[config.mk]
export PLATFORM = sky130hd
export DESIGN_NAME = updown_rx
export DESIGN_NICKNAME = d
export VERILOG_FILES = /design/src/rtl/updown_rx.sv
export SDC_FILE = /design/constraint.sdc
export NUM_CORES = 1
export LEC_CHECK = 0
export CORE_MARGIN = 2
export CORE_UTILIZATION = 50
export CTS_BUF_LIST = sky130_fd_sc_hd__clkbuf_8 sky130_fd_sc_hd__clkbuf_16
export DETAILED_ROUTE_END_ITERATION = 6
export PLACE_DENSITY = 0.89
export SYNTH_ARGS = -nofsm -noshare
export SYNTH_HDL_FRONTEND = slang
export SYNTH_SLANG_ARGS = --single-unit
[constraint.sdc]
create_clock -name CLK -period 4.9 [get_ports CLK]
set_input_delay 0.98 -clock CLK [delete_from_list [all_inputs] [get_ports CLK]]
set_output_delay 0.98 -clock CLK [all_outputs]
set_load 0.05 [all_outputs]
[src/rtl/updown_rx.sv]
// Receive-side checker for the up/down counter display: decodes the direction glyph and validates each count step.
// Two-cycle latency from input to result pulses; no backpressure. Optional wrap counter under UPDOWN_RX_WRAP_CNT_EN.
module updown_rx #(
  parameter int RELOCK = 4,
  parameter int ERR_W  = 8
) (
  input  logic             CLK,
  input  logic             rst_n,
  input  logic [3:0]       in_count,
  input  logic [6:0]       in_segment,
  input  logic             in_digit,
  output logic             dir_up,
  output logic             dir_valid,
  output logic             step_ok,
  output logic             step_err,
  output logic             wrap,
  output logic             locked,
  output logic [ERR_W-1:0] err_cnt,
  output logic [7:0]       wrap_cnt
);

  localparam logic [6:0] SEG_UP   = 7'b0111110;
  localparam logic [6:0] SEG_DN   = 7'b1011110;
  localparam logic [3:0] RELOCK_V = 4'(RELOCK);

  typedef enum logic [1:0] {ST_IDLE, ST_TRACK, ST_ERROR} state_t;
  typedef enum logic [1:0] {G_UP, G_DN, G_CLR, G_BAD} glyph_t;

  logic [3:0]       s1_count_q, s1_count_d;
  logic [6:0]       s1_seg_q, s1_seg_d;
  logic             s1_digit_q, s1_digit_d;
  logic             s1_vld_q, s1_vld_d;
  logic [3:0]       s2_count_q, s2_count_d;
  state_t           state_q, state_d;
  logic [3:0]       run_q, run_d;
  logic             dir_up_q, dir_up_d;
  logic             dir_valid_q, dir_valid_d;
  logic             step_ok_q, step_ok_d;
  logic             step_err_q, step_err_d;
  logic             wrap_q, wrap_d;
  logic [ERR_W-1:0] err_cnt_q, err_cnt_d;

  glyph_t     glyph;
  logic [3:0] exp_count;
  logic       match;
  logic       is_wrap;
  logic [3:0] run_inc;

  // Glyph decode; a lit digit with a blank glyph (or vice versa) is treated as corrupt.
  always_comb begin
    glyph = G_BAD;
    case (s1_seg_q)
      SEG_UP:  glyph = G_UP;
      SEG_DN:  glyph = G_DN;
      7'b0:    glyph = G_CLR;
      default: glyph = G_BAD;
    endcase
    if (s1_digit_q != (|s1_seg_q)) begin
      glyph = G_BAD;
    end
  end

  always_comb begin
    case (glyph)
      G_UP:    exp_count = s2_count_q + 4'd1;
      G_DN:    exp_count = s2_count_q - 4'd1;
      default: exp_count = 4'd0;
    endcase
    match   = (glyph != G_BAD) && (s1_count_q == exp_count);
    is_wrap = match && (((glyph == G_UP) && (s2_count_q == 4'd15)) ||
                        ((glyph == G_DN) && (s2_count_q == 4'd0)));
    run_inc = run_q + 4'd1;
  end

  always_comb begin
    s1_count_d  = in_count;
    s1_seg_d    = in_segment;
    s1_digit_d  = in_digit;
    s1_vld_d    = 1'b1;
    s2_count_d  = s1_count_q;
    state_d     = state_q;
    run_d       = run_q;
    dir_up_d    = dir_up_q;
    dir_valid_d = dir_valid_q;
    step_ok_d   = 1'b0;
    step_err_d  = 1'b0;
    wrap_d      = 1'b0;
    err_cnt_d   = err_cnt_q;

    if ((state_q != ST_IDLE) && ((glyph == G_UP) || (glyph == G_DN))) begin
      dir_up_d    = (glyph == G_UP);
      dir_valid_d = 1'b1;
    end

    case (state_q)
      ST_IDLE: begin
        // The first sample after reset only seeds history; S1 holds reset junk until then.
        if (s1_vld_q && (glyph != G_BAD)) begin
          state_d = ST_TRACK;
        end
      end
      ST_TRACK: begin
        if (match) begin
          step_ok_d = 1'b1;
          wrap_d    = is_wrap;
          if (glyph == G_CLR) begin
            dir_valid_d = 1'b0;
          end
        end else begin
          step_err_d = 1'b1;
          state_d    = ST_ERROR;
          run_d      = 4'd0;
        end
      end
      default: begin
        if (!match) begin
          step_err_d = 1'b1;
          run_d      = 4'd0;
        end else if (glyph == G_CLR) begin
          state_d     = ST_TRACK;
          dir_valid_d = 1'b0;
          run_d       = 4'd0;
        end else if (run_inc == RELOCK_V) begin
          state_d = ST_TRACK;
          run_d   = 4'd0;
        end else begin
          run_d = run_inc;
        end
      end
    endcase

    if (step_err_d && (err_cnt_q != {ERR_W{1'b1}})) begin
      err_cnt_d = err_cnt_q + ERR_W'(1);
    end
  end

  always_ff @(posedge CLK or negedge rst_n) begin
    if (!rst_n) begin
      s1_count_q  <= 4'd0;
      s1_seg_q    <= 7'd0;
      s1_digit_q  <= 1'b0;
      s1_vld_q    <= 1'b0;
      s2_count_q  <= 4'd0;
      state_q     <= ST_IDLE;
      run_q       <= 4'd0;
      dir_up_q    <= 1'b0;
      dir_valid_q <= 1'b0;
      step_ok_q   <= 1'b0;
      step_err_q  <= 1'b0;
      wrap_q      <= 1'b0;
      err_cnt_q   <= '0;
    end else begin
      s1_count_q  <= s1_count_d;
      s1_seg_q    <= s1_seg_d;
      s1_digit_q  <= s1_digit_d;
      s1_vld_q    <= s1_vld_d;
      s2_count_q  <= s2_count_d;
      state_q     <= state_d;
      run_q       <= run_d;
      dir_up_q    <= dir_up_d;
      dir_valid_q <= dir_valid_d;
      step_ok_q   <= step_ok_d;
      step_err_q  <= step_err_d;
      wrap_q      <= wrap_d;
      err_cnt_q   <= err_cnt_d;
    end
  end

`ifdef UPDOWN_RX_WRAP_CNT_EN
  logic [7:0] wrap_cnt_q, wrap_cnt_d;

  always_comb begin
    wrap_cnt_d = wrap_cnt_q + (wrap_d ? 8'd1 : 8'd0);
  end

  always_ff @(posedge CLK or negedge rst_n) begin
    if (!rst_n) begin
      wrap_cnt_q <= 8'd0;
    end else begin
      wrap_cnt_q <= wrap_cnt_d;
    end
  end

  assign wrap_cnt = wrap_cnt_q;
`else
  assign wrap_cnt = 8'd0;
`endif

  assign dir_up    = dir_up_q;
  assign dir_valid = dir_valid_q;
  assign step_ok   = step_ok_q;
  assign step_err  = step_err_q;
  assign wrap      = wrap_q;
  assign locked    = (state_q == ST_TRACK);
  assign err_cnt   = err_cnt_q;

endmodule

Word level (Yosys, flattened, before mapping)
Cells that the tools add are included.

cells by class
  shift operators = 0
  bitwise logic cells = 1
  multiply operators = 0
  multiplexer cells = 24
  $add $sub $neg = 4
  div/mod/pow operators = 0
  reductions and logical operators = 19
  eq/ne operators = 13
  order comparisons = 0

operators with widths
  kind                                                 count
  two-way mux 4 bit                                    4
  case mux 4 bit (2 select lines)                      2
  two-way mux 2 bit                                    6
  two-way mux 1 bit                                    10
  adder 4 x 1 -> 4 bit, second input constant          2
  adder 8 x 1 -> 8 bit, second input constant          1
  != test 8 bit, second input constant                 1
  equality test 7 x 6 -> 1 bit, second input constant  1
  equality test 7 bit, second input constant           1
  logical AND 1 bit                                    7
  logical NOT 7 bit                                    1
  OR reduction 7 bit                                   1
  != test 2 bit, second input constant                 3
  case mux 2 bit (3 select lines)                      1
  equality test 2 x 1 -> 1 bit, second input constant  2
  equality test 4 x 3 -> 1 bit, second input constant  1
  equality test 4 bit                                  1
  equality test 4 bit, second input constant           1
  logical NOT 2 bit                                    2
  logical NOT 4 bit                                    1
  case mux 2 bit (2 select lines)                      1
  AND reduction 4 bit                                  1
  nonzero test 4 bit                                   1
  subtractor 4 x 1 -> 4 bit, second input constant     1
  other kinds (7)                                      8

storage, ports and cells
  word-level logic and storage cells = 74
  output and inout port bits = 22
  register bits after elaboration = 36
  latch bits = 0
  bits in read-only memories = 0
  input bits = 14
  RAM bits = 0
  memories = 0

Longest topological paths before layout
  depth in word-level cells = 10
  depth in mapped cells = 11
  mapped depth without buffers = 11

Worst setup path before layout
No wires, ideal clock.

  path type = register to register
  start point = register s1_seg_q[0]
  end point = register err_cnt_q[1] (netlist: err_cnt[1])
  clock period less this slack = 3.138 ns
  arrival = 3.013 ns
  data required time = 4.775 ns
  path slack = 1.762 ns
  buffers on the path = 0
  stages on the path, launching flop included = 12
  setup time = 0.125 ns
  cells stage by stage = dfrtp_1 -> nand2b_1 -> or2_1 -> nor3_1 -> fa_1 -> nand2b_1 -> o32a_1 -> o32ai_1 -> and3b_4 -> a21oi_4 -> and2_4 -> mux2_4

between the ends
  word-level cells in the longest chain between the ends = 10
  elaborated cells on any way between the ends = 16
  classes of those cells = 6 x eq/ne; 5 x mux; 5 x reduce/logical

ends and longest elaborated chain
  what                                                                      line      RTL
  start, declared                                                           30        logic [6:0] s1_seg_q, s1_seg_d;
  start signal, assigned                                                    154       s1_seg_q <= s1_seg_d;
  equality test 7 bit (tied with other cells)                               52        case (s1_seg_q)
  case mux 2 bit (3 select lines) / != test 1 bit (equally long branches)   52, 58
  two-way mux 2 bit *                                                       58        if (s1_digit_q != (|s1_seg_q)) begin
  equality test 2 x 1 -> 1 bit / logical NOT 2 bit (equally long branches)  64        case (glyph)
  case mux 4 bit (2 select lines)                                           64
  equality test 4 bit                                                       69        match = (glyph != G_BAD) && (s1_count_q == exp_count);
  logical AND 1 bit *                                                       69
  two-way mux 1 bit *                                                       103, 116
  two-way mux 1 bit *                                                       --
  named net step_err_d                                                      39        logic step_err_q, step_err_d;
  logical AND 1 bit *                                                       132       if (step_err_d && (err_cnt_q != {ERR_W{1'b1}})) begin
  end signal, assigned                                                      165       err_cnt_q <= err_cnt_d;
  end, declared                                                             41        logic [ERR_W-1:0] err_cnt_q, err_cnt_d;

Mark *: on every way through the listed nets, which the timed path passes. The rest lies on a longest branch.
A chain may end at the register's enable or synchronous reset.

Final worst setup path
Ends and elaborated chain as after synthesis.

==> impl_metrics.py <==
metrics = {
    "grt": {
        "grt_pass1_wl_um": 5660,
        "gr-total-overflow": 0,
        "grt_max_degree": 37,
        "grt_usage_pct": 17.9,
        "grt_antenna_before_repair": 0,
        "grt_pass1_vias": 1238,
    },
    "timing": {
        "fmax_mhz": 289,
        "fin_crit_sh_pct": 70.7,
        "post-route-min-period_ns": 3.46,
        "clock_skew_ns": 0.00970,
        "grt_setup_unrepaired": "false",
        "setup_tns_ns": 0,
        "slew_headroom_pct": 64.9,
        "setup_violations": 0,
        "worst_pin_slew_ns": 0.524,
        "slew_viol_final": 0,
        "hold_violations": 0,
        "layout_setup_ws_ns": 1.44,
    },
    "setup_path": {
        "cp_data_arrival_time_ns": 3.64,
        "r2r-start": "s1_seg_q[0]$_DFF_PN0_",
        "end_kind": "flop",
        "crit_cells": 11,
        "rrSetupSlack_ns": 1.44,
        "slowest_delay_ns": 0.37,
        "reg2reg_to": "err_cnt[1]$_DFFE_PN0P_",
        "cp_slowest_cell": "dfrtp_1",
        "cp.required_ns": 5.08,
        "path_buf_inv": 0,
        "worst_setup_path_start_kind": "flop",
        "path_class": "reg2reg",
        "critPathCapture": "err_cnt[1]$_DFFE_PN0P_",
        "reg2reg_depth": 11,
        "critPathMaxFanout": 10,
        "cp-startpoint": "s1_seg_q[0]$_DFF_PN0_",
        "path_cells": "nand2b_1 -> or2_1 -> nor3_1 -> ha_1 -> xnor2_1 -> a2111oi_2 -> o32ai_1 -> and3b_4 -> a21oi_4 -> and2_4 -> mux2_4",
        "critPathTopFamily": "simple AND/OR/NAND/NOR gates",
    },
    "job": {
        "cap_violations": 0,
    },
    "placement": {
        "dpl.cell_count": 231,
        "placed_cell_area_um2": 2090,
        "gp_congestion": 0.906,
        "io_buffers": 27,
        "post-dp-hpwl_um": 2280,
        "dp_slack_ns": 1.48,
    },
    "yosys": {
        "synth_warnings": 0,
        "yosys.area_share.xor_xnor_pct": 6.56,
        "syn_area_per_cell_um2": 11.3,
        "yosys.area_share.simple_pct": 18.9,
        "yosysSeqAreaShare_pct": 49.7,
        "synth_compound_area_share_pct": 13.0,
        "synth_area_um2": 1810,
        "synthFlopType": "dfrtp_1",
        "yosysUniqueCellTypes": 52,
        "ys_ff_latch": 36,
        "synth_edf_count": 0,
        "async_reset_ff_share_pct": 100,
        "synthAdderAreaFrac_pct": 4.56,
        "netlist_instances": 161,
        "synthMuxAreaShare_pct": 0.829,
        "synth_top_family_by_area": "simple AND/OR/NAND/NOR gates",
    },
    "run_status": {
        "outcome": "finished clean",
    },
    "final_layout": {
        "drive_above_1_share_pct": 9.84,
        "n_antenna_cell": 0,
        "final_cell_area_um2": 2180,
        "n_fill_cell": 280,
        "seqCellArea_um2": 901,
        "fin_nets": 212,
        "final_common_cell": "dfrtp_1",
        "syn_to_final_growth_pct": 20.5,
        "multiInputGateArea_um2": 827,
        "instances_no_fill": 239,
        "layout_common_cells": "dfrtp_1 (36), clkdlybuf4s50_1 (27), inv_1 (10)",
    },
    "floorplan": {
        "rows": 21,
        "pin_count": 36,
        "die_w_um": 64.2,
        "die_area_um2": 4120,
        "core-area_um2": 3420,
        "die_y_um": 64.2,
        "initial_core_util_pct": 53.0,
    },
    "drt": {
        "postRouteWirelength_um": 3160,
        "drtIter0Drc": 47,
        "dr.pass1.iters": 4,
        "drc": 0,
        "wire_per_inst_um": 13.2,
        "num_vias": 1299,
        "vias_per_cell": 5.44,
        "ant_nets": 0,
    },
    "power_and_ir_drop": {
        "ir_drop_mv": 0.339,
        "power_w": 0.000900,
        "power_density_nw_per_um2": 412,
        "p_leak_nw": 0.941,
    },
    "cts": {
        "tritoncts_num_sinks": 36,
        "clkSlewWorstSetupHoldPaths_ns": 0.07,
        "ctsResizeCount": 0,
        "cts_hold_buffers": 0,
        "cts_made_buffers": 5,
        "clk_latency_ns": 0.29,
        "cts_tree": "done",
        "htree_levels": 2,
        "cts_setup_buffers": 0,
        "cts_root_buf": "clkbuf_8",
        "cts.path.max_buffers": 2,
    },
    "min_path": {
        "hp-class": "reg2reg",
    },
}
[worst min path at each step]
stage                                        from                      end  cells after the start
after floorplan           s1_count_q[0]$_DFF_PN0_  s2_count_q[0]$_DFF_PN0_                      0
after global placement    s1_count_q[0]$_DFF_PN0_  s2_count_q[0]$_DFF_PN0_                      0
after detailed placement  s1_count_q[0]$_DFF_PN0_  s2_count_q[0]$_DFF_PN0_                      0
after CTS                 s1_count_q[0]$_DFF_PN0_  s2_count_q[0]$_DFF_PN0_                      0
after global routing      s1_count_q[0]$_DFF_PN0_  s2_count_q[0]$_DFF_PN0_                      0
final                     s1_count_q[0]$_DFF_PN0_  s2_count_q[0]$_DFF_PN0_                      0
[per-stage QoR]
stage          hold slack, ns  utilization [%]
3_5_place_dp            0.408             61.3
5_1_grt                 0.436             63.9
3_3_place_gp            0.408             61.3
4_1_cts                 0.421             63.9
2_1_floorplan           0.373                -
6_report                0.412             63.9
[routing by layer]
metal / vias to the layer above / wire (µm) / track usage (%)
met2: 40 / 1530 / 29.9
met1: 630 / 1420 / 22.9
met3: 6 / 139 / 3.17
li1: 623 / - / -
met5: - / 0 / 0
met4: 0 / 64 / 7.98
[worst reg2reg max path: stages (launching register included)]
cell and delay (ns):
dfrtp_1 0.37, nand2b_1 0.23, or2_1 0.34, nor3_1 0.37
ha_1 0.36, xnor2_1 0.17, a2111oi_2 0.37, o32ai_1 0.15
and3b_4 0.22, a21oi_4 0.28, and2_4 0.22, mux2_4 0.29
[report_power, final]
group | internal [W] | total [W] | switching [W]
logic | 0.000117 | 0.000304 | 0.000187
clock network | 0.000110 | 0.000209 | 0.0000988
registers | 0.000339 | 0.000387 | 0.0000480
[synth_stat cells, types with 2 or more instances]
master	instances	area [µm²]
nand4_1	2	12.5
buf_4	8	60.1
ha_1	5	62.6
nor3_1	6	30.0
a21o_1	4	30.0
a211o_1	2	17.5
inv_1	8	30.0
nand3_1	9	45.0
conb_1	2	7.51
nand2_1	6	22.5
a21oi_1	5	25.0
o21ai_0	2	10.0
dfrtp_1	36	901
nor4_1	2	12.5
xor2_1	2	17.5
nand2b_1	6	37.5
o31ai_1	3	22.5
o32a_1	2	20.0
a31oi_1	2	12.5
nor2_1	7	26.3
and3_1	4	25.0
xnor2_1	7	61.3
nor4_2	2	25.0
[logic make-up after synthesis]
group	count (synthesis)
AOI/OAI and AO/OA	30
xor gates and xnor gates	11
adders and majority gates	6
buffers and inverters	19
DFF	36
muxes	1
other	2
and+or+nand+nor	56
[layout make-up]
type,instances,area share [%]
multi-input combinational,113,37.9
inverter,8,1.38
clock inverter,2,0.344
tap,46,2.64
timing repair buffer,28,12.7
sequential,36,41.3
clock buffer,6,3.78
[registers in the layout (all words and copies together), names as in the netlist, 2 cells and up]
| register | flops |
|---|---|
| err_cnt | 8 |
| s1_seg_q | 7 |
| run_q | 4 |
| s1_count_q | 4 |
| s2_count_q | 4 |
| state_q | 2 |
Note: power is estimated with default switching activity, not from simulation.
